`config.mk`:
```
export PLATFORM = sky130hd
export DESIGN_NAME = bus_responder
export DESIGN_NICKNAME = d
export VERILOG_FILES = /design/src/rtl/bus_resp_pkg.sv /design/src/rtl/bus_resp_regfile.sv /design/src/rtl/bus_responder.sv
export SDC_FILE = /design/constraint.sdc
export NUM_CORES = 1
export LEC_CHECK = 0
export CORE_AREA = 4 4 224 226
export CTS_BUF_LIST = sky130_fd_sc_hd__clkbuf_8
export DETAILED_ROUTE_END_ITERATION = 7
export DIE_AREA = 0 0 228 230
export PLACE_DENSITY = 0.76
export SETUP_SLACK_MARGIN = 0.3
export SYNTH_ARGS = -nofsm -noshare
export SYNTH_HDL_FRONTEND = slang
export SYNTH_HIERARCHICAL = 1
export SYNTH_SLANG_ARGS = --single-unit
```
`constraint.sdc`:
```
create_clock -name clk -period 3.9 [get_ports clk]
set_input_delay 0.975 -clock clk [delete_from_list [all_inputs] [get_ports clk]]
set_output_delay 0.975 -clock clk [all_outputs]
set_load 0.005 [all_outputs]
```
`src/rtl/bus_resp_pkg.sv`:
```
// Shared types and widths for the bus responder: FSM state encoding and bus widths.
package bus_resp_pkg;

    localparam int unsigned ADDR_W   = 32;
    localparam int unsigned DATA_W   = 32;
    localparam int unsigned MAX_WAIT = 19;
    localparam int unsigned CNT_W    = 5;

    typedef enum logic [1:0] {
        StIdle,
        StWait,
        StAck
    } state_e;

endpackage

```
`src/rtl/bus_resp_regfile.sv`:
```
// Register storage for the bus responder: one write port, one combinational read port,
// asynchronously cleared to zero.
module bus_resp_regfile
    import bus_resp_pkg::*;
#(
    parameter int unsigned NUM_REGS = 16,
    parameter int unsigned IDX_W    = $clog2(NUM_REGS)
) (
    input  logic              clk,
    input  logic              rst_n,
    input  logic              we,
    input  logic [IDX_W-1:0]  waddr,
    input  logic [DATA_W-1:0] wdata,
    input  logic [IDX_W-1:0]  raddr,
    output logic [DATA_W-1:0] rdata
);

    logic [DATA_W-1:0] regs_q [NUM_REGS];

    always_ff @(posedge clk or negedge rst_n) begin
        if (!rst_n) begin
            for (int i = 0; i < int'(NUM_REGS); i++) begin
                regs_q[i] <= '0;
            end
        end else if (we) begin
            regs_q[waddr] <= wdata;
        end
    end

    // NUM_REGS is a power of two, so every index value selects a real register.
    assign rdata = regs_q[raddr];

endmodule

```
`src/rtl/bus_responder.sv`:
```
// Register-file bus slave with programmable response latency, error detection on
// misaligned or out-of-range addresses, and a saturating error counter.
module bus_responder
    import bus_resp_pkg::*;
#(
    parameter int unsigned NUM_REGS    = 16,
    parameter int unsigned WAIT_CYCLES = 2
) (
    input  logic              clk,
    input  logic              rst_n,
    input  logic              m_req,
    input  logic [ADDR_W-1:0] m_addr,
    input  logic [DATA_W-1:0] m_wdata,
    input  logic              m_wr_en,
    output logic              s_ack,
    output logic [DATA_W-1:0] s_rdata,
    output logic              s_error,
    output logic [7:0]        err_cnt
);

    localparam int unsigned       IDX_W     = $clog2(NUM_REGS);
    localparam logic [CNT_W-1:0]  WAIT_INIT = CNT_W'(WAIT_CYCLES);
    localparam logic [ADDR_W-3:0] REG_LIMIT = (ADDR_W - 2)'(NUM_REGS);

    if (WAIT_CYCLES > MAX_WAIT) begin : g_wait_check
        $error("bus_responder: WAIT_CYCLES must be in 0..19");
    end

    if (NUM_REGS < 2 || NUM_REGS > 256 || (NUM_REGS & (NUM_REGS - 1)) != 0)
    begin : g_regs_check
        $error("bus_responder: NUM_REGS must be a power of two in 2..256");
    end

    state_e            state_q, state_d;
    logic [CNT_W-1:0]  cnt_q, cnt_d;
    logic [ADDR_W-1:0] addr_q, addr_d;
    logic [DATA_W-1:0] wdata_q, wdata_d;
    logic              wr_q, wr_d;

    logic              s_ack_q, s_ack_d;
    logic [DATA_W-1:0] s_rdata_q, s_rdata_d;
    logic              s_error_q, s_error_d;
    logic [7:0]        err_cnt_q, err_cnt_d;

    logic [ADDR_W-1:0] txn_addr;
    logic [DATA_W-1:0] txn_wdata;
    logic              txn_wr;
    logic              txn_err;
    logic              enter_ack;
    logic              rf_we;
    logic [DATA_W-1:0] rf_rdata;

    // With WAIT_CYCLES=0 the ACK decision is taken on the capture edge, so look through
    // the capture registers while idle.
    always_comb begin
        txn_addr  = addr_q;
        txn_wdata = wdata_q;
        txn_wr    = wr_q;
        if (state_q == StIdle) begin
            txn_addr  = m_addr;
            txn_wdata = m_wdata;
            txn_wr    = m_wr_en;
        end
    end

    assign txn_err = (txn_addr[1:0] != 2'b00) || (txn_addr[ADDR_W-1:2] >= REG_LIMIT);

    always_comb begin
        state_d = state_q;
        cnt_d   = cnt_q;
        addr_d  = addr_q;
        wdata_d = wdata_q;
        wr_d    = wr_q;
        unique case (state_q)
            StIdle: begin
                if (m_req) begin
                    addr_d  = m_addr;
                    wdata_d = m_wdata;
                    wr_d    = m_wr_en;
                    cnt_d   = WAIT_INIT;
                    state_d = (WAIT_CYCLES == 0) ? StAck : StWait;
                end
            end
            StWait: begin
                if (!m_req) begin
                    cnt_d   = '0;
                    state_d = StIdle;
                end else begin
                    cnt_d = cnt_q - 1'b1;
                    if (cnt_q == CNT_W'(1)) begin
                        state_d = StAck;
                    end
                end
            end
            StAck: begin
                state_d = StIdle;
            end
            default: begin
                state_d = StIdle;
            end
        endcase
    end

    // Response, write commit and error count all resolve on the edge that enters ACK.
    always_comb begin
        enter_ack = (state_d == StAck) && (state_q != StAck);
        s_ack_d   = enter_ack;
        s_error_d = enter_ack && txn_err;
        s_rdata_d = (enter_ack && !txn_err && !txn_wr) ? rf_rdata : '0;
        rf_we     = enter_ack && txn_wr && !txn_err;
        err_cnt_d = err_cnt_q;
        if (enter_ack && txn_err && (err_cnt_q != 8'hFF)) begin
            err_cnt_d = err_cnt_q + 8'd1;
        end
    end

    always_ff @(posedge clk or negedge rst_n) begin
        if (!rst_n) begin
            state_q   <= StIdle;
            cnt_q     <= '0;
            addr_q    <= '0;
            wdata_q   <= '0;
            wr_q      <= 1'b0;
            s_ack_q   <= 1'b0;
            s_rdata_q <= '0;
            s_error_q <= 1'b0;
            err_cnt_q <= '0;
        end else begin
            state_q   <= state_d;
            cnt_q     <= cnt_d;
            addr_q    <= addr_d;
            wdata_q   <= wdata_d;
            wr_q      <= wr_d;
            s_ack_q   <= s_ack_d;
            s_rdata_q <= s_rdata_d;
            s_error_q <= s_error_d;
            err_cnt_q <= err_cnt_d;
        end
    end

    bus_resp_regfile #(
        .NUM_REGS (NUM_REGS),
        .IDX_W    (IDX_W)
    ) u_regfile (
        .clk   (clk),
        .rst_n (rst_n),
        .we    (rf_we),
        .waddr (txn_addr[IDX_W+1:2]),
        .wdata (txn_wdata),
        .raddr (txn_addr[IDX_W+1:2]),
        .rdata (rf_rdata)
    );

    assign s_ack   = s_ack_q;
    assign s_rdata = s_rdata_q;
    assign s_error = s_error_q;
    assign err_cnt = err_cnt_q;

endmodule

```
==> results of run 1 <==
-- cells in the final DEF, fill, tap and decap left out, drive strengths merged, types with 2 or more instances in the layout --
| cell | Yosys | layout |
|---|---|---|
| nand3 | 6 | 6 |
| dfrtp | 626 | 626 |
| inv | 5 | 46 |
| nor2b | 3 | 3 |
| nor3 | 10 | 10 |
| clkinv | 0 | 11 |
| mux2 | 616 | 616 |
| and2 | 34 | 34 |
| a22oi | 64 | 64 |
| or3 | 4 | 4 |
| ha | 3 | 3 |
| nor2 | 15 | 15 |
| xor2 | 5 | 5 |
| buf | 77 | 72 |
| clkbuf | 65 | 129 |
| nand3b | 2 | 2 |
| o21ai | 3 | 3 |
| clkdlybuf4s50 | 0 | 108 |
| or4 | 2 | 2 |
| a21oi | 3 | 3 |
| mux4 | 128 | 128 |
| nand2 | 47 | 47 |
| nor4 | 18 | 18 |
| nand4 | 4 | 4 |
| nand2b | 6 | 6 |
-- power groups by stage --
stage               Combinational, uW  Sequential [uW]  Clock, uW
global route                     1740             6770       6000
floorplan                         927             6840          0
CTS                              1640             6750       5700
finish                           1610             6750       5570
global placement                 1610             6850          0
detailed placement               1640             6860          0
-- worst min path at each step --
stage                            endpoint  slack [ns]  cells past startpoint
finish                           cnt_q[0]        0.34                      1
global placement    u_regfile/regs_q[230]        0.47                      1
detailed placement  u_regfile/regs_q[506]        0.48                      1
floorplan           u_regfile/regs_q[454]        0.46                      1
CTS                              cnt_q[0]        0.36                      1
global route                     cnt_q[0]        0.38                      1
-- state kept, by name, summed over array words and instances (netlist names) --
signal	flops
s_error	1
s_ack	1
err_cnt	8
wr_q	1
u_regfile/regs_q	512
wdata_q	32
cnt_q	5
state_q	2
addr_q	32
s_rdata	32
-- final cells by class --
cell class                 instances  area, um^2
clock buffer                     129        1780
clock inverter                    53         254
fill                            3339       16300
inverter                           5        18.8
multi-input combinational        982       11500
sequential                       626       15700
tap                              622         778
timing repair buffer             180        2090
-- metrics by stage --
step	hold WS (ns)	util	cells	setup slack [ns]
4_1_cts	0.362	0.663	2597	0.590
2_1_floorplan	0.459	-	1755	0.621
3_5_place_dp	0.485	0.621	2415	-0.0229
6_report	0.342	0.663	2597	0.618
5_1_grt	0.381	0.663	2597	0.445
3_3_place_gp	0.468	0.621	2415	0.00532
-- kinds of logic (layout without fill, tap and decap cells) --
kind of cell	Yosys count	after routing	share of synthesized area
mux	745	745	0.355
simple gates	154	154	0.0307
flops	626	626	0.566
compound gates	75	75	0.0203
buf+inv	147	367	0.0241
xor+xnor	5	5	0.00158
fa+ha+maj	3	3	0.00136
-- critical path, delay by kind of cell, from the launching register on --
family | cells | cell delay [ns]
multiplexers | 2 | 0.85
buffers and inverters | 2 | 0.51
flip-flops | 1 | 0.49
AND/OR/NAND/NOR | 2 | 1.27
-- metal layers --
metal  share of wire  vias up  global-route usage
li1                -     6793                   -
met3           0.047      121              0.0486
met1            0.42     8518               0.327
met2            0.51      365               0.415
met5               0        -                   0
met4           0.024        0              0.0689
==> key figures, run 1 <==
Routing
  • Drt via density: 6.08
  • DRC: 0
  • Routed Antenna Nets: 0
  • 1st-iter DRT viols: 861
  • WL/cell: 24.3 um
  • Initial DRT Pass Iterations: 4
  • Via Count: approximately 16000
  • Routed WL: ~63000 um

Worst setup path
  • Critical Path AT: 3.83 ns
  • Critical path type: flip-flop to flip-flop
  • R2R Setup Slk: 0.62 ns
  • CP endpoint: u_regfile/regs_q[506]
  • Crit path from: state_q[1]
  • Critical path's largest stage delay: 0.76 ns
  • End of the worst register-to-register path: u_regfile/regs_q[506]
  • Slowest cell on the critical path: or4_2
  • Kind of end point of the critical path: flip-flop
  • Worst Reg-to-Reg Cells: 6
  • CP Launch Type: flip-flop
  • Critical Path RT: 4.45 ns
  • Worst Path Max Fanout: 24
  • Crit path cell chain: nor2_4 -> buf_4 -> mux2_2 -> or4_2 -> buf_12 -> mux2_1
  • FF-to-FF Start: state_q[1]

Power
  • Power Total: 13900 uW
  • Leakage: 0.0154 uW
  • Cell internal pwr: approximately 10000 uW
  • Switch share: 0.261
  • Clock power share: 0.400
  • Sequential power share: 0.485
  • Comb power frac: 0.116
  • Max VDD drop: 0.375 mV
  • Sw power: 3640 uW
  • Pwr Density: 435 nW/um^2

Place
  • PortBufs: 109
  • Placed wire-length estimate: around 40000 um
  • Placed Area: 30000 um^2
  • Placer congestion estimate: 0.832

Synth
  • Seq/Total Area, Yosys: 0.566
  • Most frequent cell after synthesis: dfrtp_1
  • Gate Count Post-Synth: 1755
  • Register bit count reported by yosys: 626
  • Synth Flop Type: dfrtp_1
  • Post-synth top cells: dfrtp_1 (626), mux2_2 (613), mux4_2 (128), buf_2 (74), clkbuf_1 (65)
  • Top cells by area, synth: dfrtp_1 (57%), mux2_2 (25%), mux4_2 (10%)
  • Yosys warnings: 6
  • Post-synth top area share: 0.566
  • Synth cell types: 37
  • Syn Nets: 1826
  • Post-synth top area cell: dfrtp_1
  • Number of flops mapped to enable cells by yosys: 0
  • Post-Syn Area: 27700 um^2
  • Synthesized area per cell: 15.8 um^2
  • Async S/R FF share, synth: 1.00

Clock network
  • Cts repair resizes: 0
  • Longest Clk Path Bufs: 3
  • Root Driver: clkbuf_8
  • Clock Latency Late Sink: 0.69 ns
  • Clk slew on worst S/H paths: 0.07 ns
  • CTS tree: yes
  • CTS Buf Count: 101
  • Max H-tree Level: 3
  • Clock Sinks: 626
  • Hold buffer count at CTS: 0
  • Setup bufs post-CTS: 0

Floorplanning
  • CORE AREA: 48300 um^2
  • Die ar.: 52400 um^2
  • Die H: between 200 and 250 um
  • # rows: 81
  • Num ports: 110
  • Initial core utilization: 0.572
  • Die width: 228 um

Timing
  • Maximum clock frequency: slightly above 300 MHz
  • Setup total negative slack: 0 ns
  • Period utilization: 0.841
  • Max Slew Vio Count: 0
  • Final setup violation count: 0
  • Rel. slew slack: 0.415
  • RSZ-0062 raised after global routing: false
  • Measured slew at the worst slew-check pin: 0.878 ns
  • Final Hold Viols: 0
  • Max Clock Skew: between 0.02 and 0.03 ns
  • Tmin final: 3.28 ns

Global routing
  • Vias in the first global route: approximately 18000
  • Gr ovfl total: 0
  • First-pass GRT wire length: 101000 um
  • Tot GR Track Use: 0.245
  • Largest net degree at the start of global routing: 97
  • Initial antenna violation count: 0

Min path
  • Worst hold path type: input pin to asynchronous set/reset pin

Finish
  • Post-Layout Inst Area: 32100 um^2
  • Layout cell share with drive strength beyond 1: 0.512
  • Ant. Diodes: 0
  • Nets: ~2000
  • Area grow syn2layout: 15.9%

Flow run
  • Max Cap Viol: 0

Run status
  • Status: finished, final reports clean
No activity file was read; power rests on OpenSTA's default activity.
==> run 2, diff against run 1 <==
==> constraint.sdc (replaced) <==
create_clock -name clk -period 3.32 [get_ports clk]
set_input_delay 0.83 -clock clk [delete_from_list [all_inputs] [get_ports clk]]
set_output_delay 0.83 -clock clk [all_outputs]
set_load 0.005 [all_outputs]
==> key figures, run 2 (synthesis results as in run 1) <==
Run status
  • Status: finished, final reports clean (unchanged)

Finish
  • Largest register FFs: 512 (unchanged)
  • Most frequent cells in the layout: dfrtp_1 (625), mux2_2 (611), mux4_2 (128) (was dfrtp_1 (626), mux2_2 (611), clkbuf_8 (129))
  • Most common cell after layout, fill and taps aside: dfrtp_1 (unchanged)
  • Fin cells: 2633 (was 2597)
  • Filler instances: 3284 (was 3339)
  • Most flop-heavy register: u_regfile/regs_q (unchanged)
  • Register area: 15700 um^2 (about the same)
  • Post-Layout Inst Area: 32500 um^2 (was 32100 um^2)
  • Layout cell share with drive strength beyond 1: 0.524 (was 0.512)
  • Ant. Diodes: 0 (unchanged)
  • Nets: 2005 (was 1967)
  • Multi-input gate area: 11500 um^2 (about the same)
  • Area grow syn2layout: 17.4% (was 15.9%)

Worst setup path
  • CP dominant cell by count: nor2_4
  • Critical Path AT: 3.48 ns (was 3.83 ns)
  • Kind of end point of the critical path: flip-flop (unchanged)
  • FF-to-FF Start: state_q[1] (unchanged)
  • CP endpoint: u_regfile/regs_q[149] (was u_regfile/regs_q[506])
  • CP Depth: 11 (was 6)
  • Crit path from: m_addr[15] (was state_q[1])
  • Slowest cell on the critical path: clkdlybuf4s50_1 (was or4_2)
  • Worst Path Max Fanout: 16 (was 24)
  • End of the worst register-to-register path: u_regfile/regs_q[173] (was u_regfile/regs_q[506])
  • Cell family with most CP delay: simple AND/OR/NAND/NOR gates (unchanged)
  • Critical path type: input pin to flip-flop (was flip-flop to flip-flop)
  • Critical path's largest stage delay: 0.43 ns (was 0.76 ns)
  • CP Launch Type: input pin (was flip-flop)
  • Worst Reg-to-Reg Cells: 9 (was 6)
  • Critical Path RT: 3.87 ns (was 4.45 ns)
  • CP Buf/Inv Count: 3 (was 2)
  • Crit path cell chain: clkdlybuf4s50_1 -> nor4_1 -> nand4_1 -> o22ai_4 -> nand2_2 -> nor2_4 -> buf_4 -> nand3_1 -> nor2_4 -> buf_12 -> mux2_2 (was nor2_4 -> buf_4 -> mux2_2 -> or4_2 -> buf_12 -> mux2_1)
  • R2R Setup Slk: 0.46 ns (was 0.62 ns)

Routing
  • WL/cell: 24.2 um (was 24.3 um)
  • Drt via density: 6.03 (was 6.08)
  • 1st-iter DRT viols: 860 (was 861)
  • Routed WL: 63700 um (was 63100 um)
  • Uppermost routed layer: met4 (unchanged)
  • DRC: 0 (unchanged)
  • Routed Antenna Nets: 0 (unchanged)
  • WL met1: 26700 um (about the same)
  • Initial DRT Pass Iterations: 4 (unchanged)
  • Routed length on met2: 32600 um (was 31900 um)
  • Via Count: 15900 (was 15800)
  • Routed wl met3: 2810 um (was 2960 um)

Place
  • Setup slack after placement: -0.381 ns (was -0.0229 ns)
  • PortBufs: 109 (unchanged)
  • Placer congestion estimate: 0.813 (was 0.832)
  • Placed wire-length estimate: 40800 um (was 39800 um)
  • Dpl cells: 2452 (was 2415)
  • Placed Area: 30400 um^2 (was 30000 um^2)

Global routing
  • Initial antenna violation count: 0 (unchanged)
  • Vias in the first global route: 17600 (was 17700)
  • Tot GR Track Use: 0.248 (was 0.245)
  • First-pass GRT wire length: 101000 um (about the same)
  • Gr ovfl total: 0 (unchanged)
  • Largest net degree at the start of global routing: 78 (was 97)

Floorplanning
  • Die ar.: 52400 um^2 (unchanged)
  • Die width: 228 um (unchanged)
  • CORE AREA: 48300 um^2 (unchanged)
  • # rows: 81 (unchanged)
  • Num ports: 110 (unchanged)
  • Die H: 230 um (unchanged)
  • Initial core utilization: 0.572 (unchanged)

Power
  • Pwr Density: 507 nW/um^2 (was 435 nW/um^2)
  • Power Total: 16500 uW (was 13900 uW)
  • Leakage: 0.0156 uW (was 0.0154 uW)
  • Max VDD drop: 0.426 mV (was 0.375 mV)

Timing
  • Measured slew at the worst slew-check pin: 0.624 ns (was 0.878 ns)
  • Final Hold Viols: 0 (unchanged)
  • Rel. slew slack: 0.584 (was 0.415)
  • Period utilization: 0.882
  • Tmin final: 2.93 ns
  • Setup total negative slack: 0 ns (unchanged)
  • RSZ-0062 raised after global routing: false (unchanged)
  • Max Slew Vio Count: 0 (unchanged)
  • Final setup violation count: 0 (unchanged)
  • Worst setup margin: 0.391 ns (was 0.618 ns)
  • Max Clock Skew: 0.0285 ns (was 0.0275 ns)
  • Maximum clock frequency: 341 MHz

Min path
  • Worst hold path type: input pin to asynchronous set/reset pin (unchanged)

Clock network
  • Clk slew on worst S/H paths: 0.06 ns (was 0.07 ns)
  • Hold buffer count at CTS: 0 (unchanged)
  • CTS Buf Count: 100 (was 101)
  • Longest Clk Path Bufs: 3 (unchanged)
  • Root Driver: clkbuf_8 (unchanged)
  • Max H-tree Level: 3 (unchanged)
  • Clock Latency Late Sink: 0.69 ns (about the same)
  • CTS tree: yes (unchanged)
  • Clock Sinks: 626 (unchanged)

Flow run
  • Max Cap Viol: 0 (unchanged)
-- run 2: per-layer routing --
layer / global-route usage / vias to the layer above
met3: 0.0484 / 105
met4: 0.0719 / 0
met1: 0.331 / 8543
met2: 0.421 / 358
li1: - / 6875
met5: 0 / -
-- run 2: worst min-delay path by stage --
stage                                       end  slack, ns  cells after the start
final                                err_cnt[1]       0.10                      1
after global routing                 err_cnt[4]       0.12                      1
after CTS                            err_cnt[1]        0.1                      1
after detailed placement  u_regfile/regs_q[454]       0.48                      1
after global placement    u_regfile/regs_q[454]       0.47                      1
after floorplan           u_regfile/regs_q[454]       0.46                      1
-- run 2: area by class of cell --
type / count / share of cell area
clock buffers: 125 / 0.0530
clock inverters: 54 / 0.00941
inverters: 5 / 0.000578
multi-input cells: 982 / 0.354
flip-flops and latches: 626 / 0.483
well taps: 622 / 0.0240
repair buffers: 219 / 0.0762
-- run 2: what timing repair did --
action                     CTS  global route
setup buffers                2             0
setup endpoints to repair    1           104
pin swaps                    1             3
gates resized for setup      0             3
-- run 2: stage by stage --
stage | hold WS [ns] | utilization
after global placement | 0.469 | 0.629
final | 0.101 | 0.671
after detailed placement | 0.482 | 0.629
after CTS | 0.0953 | 0.671
after floorplan | 0.459 | -
after global routing | 0.116 | 0.671
-- run 2: power by group --
part	total [uW]	internal [uW]	switching [uW]
sequential	7930	7820	111
combinational	1960	771	1190
clock	6570	3550	3020
total	16500	12100	4320
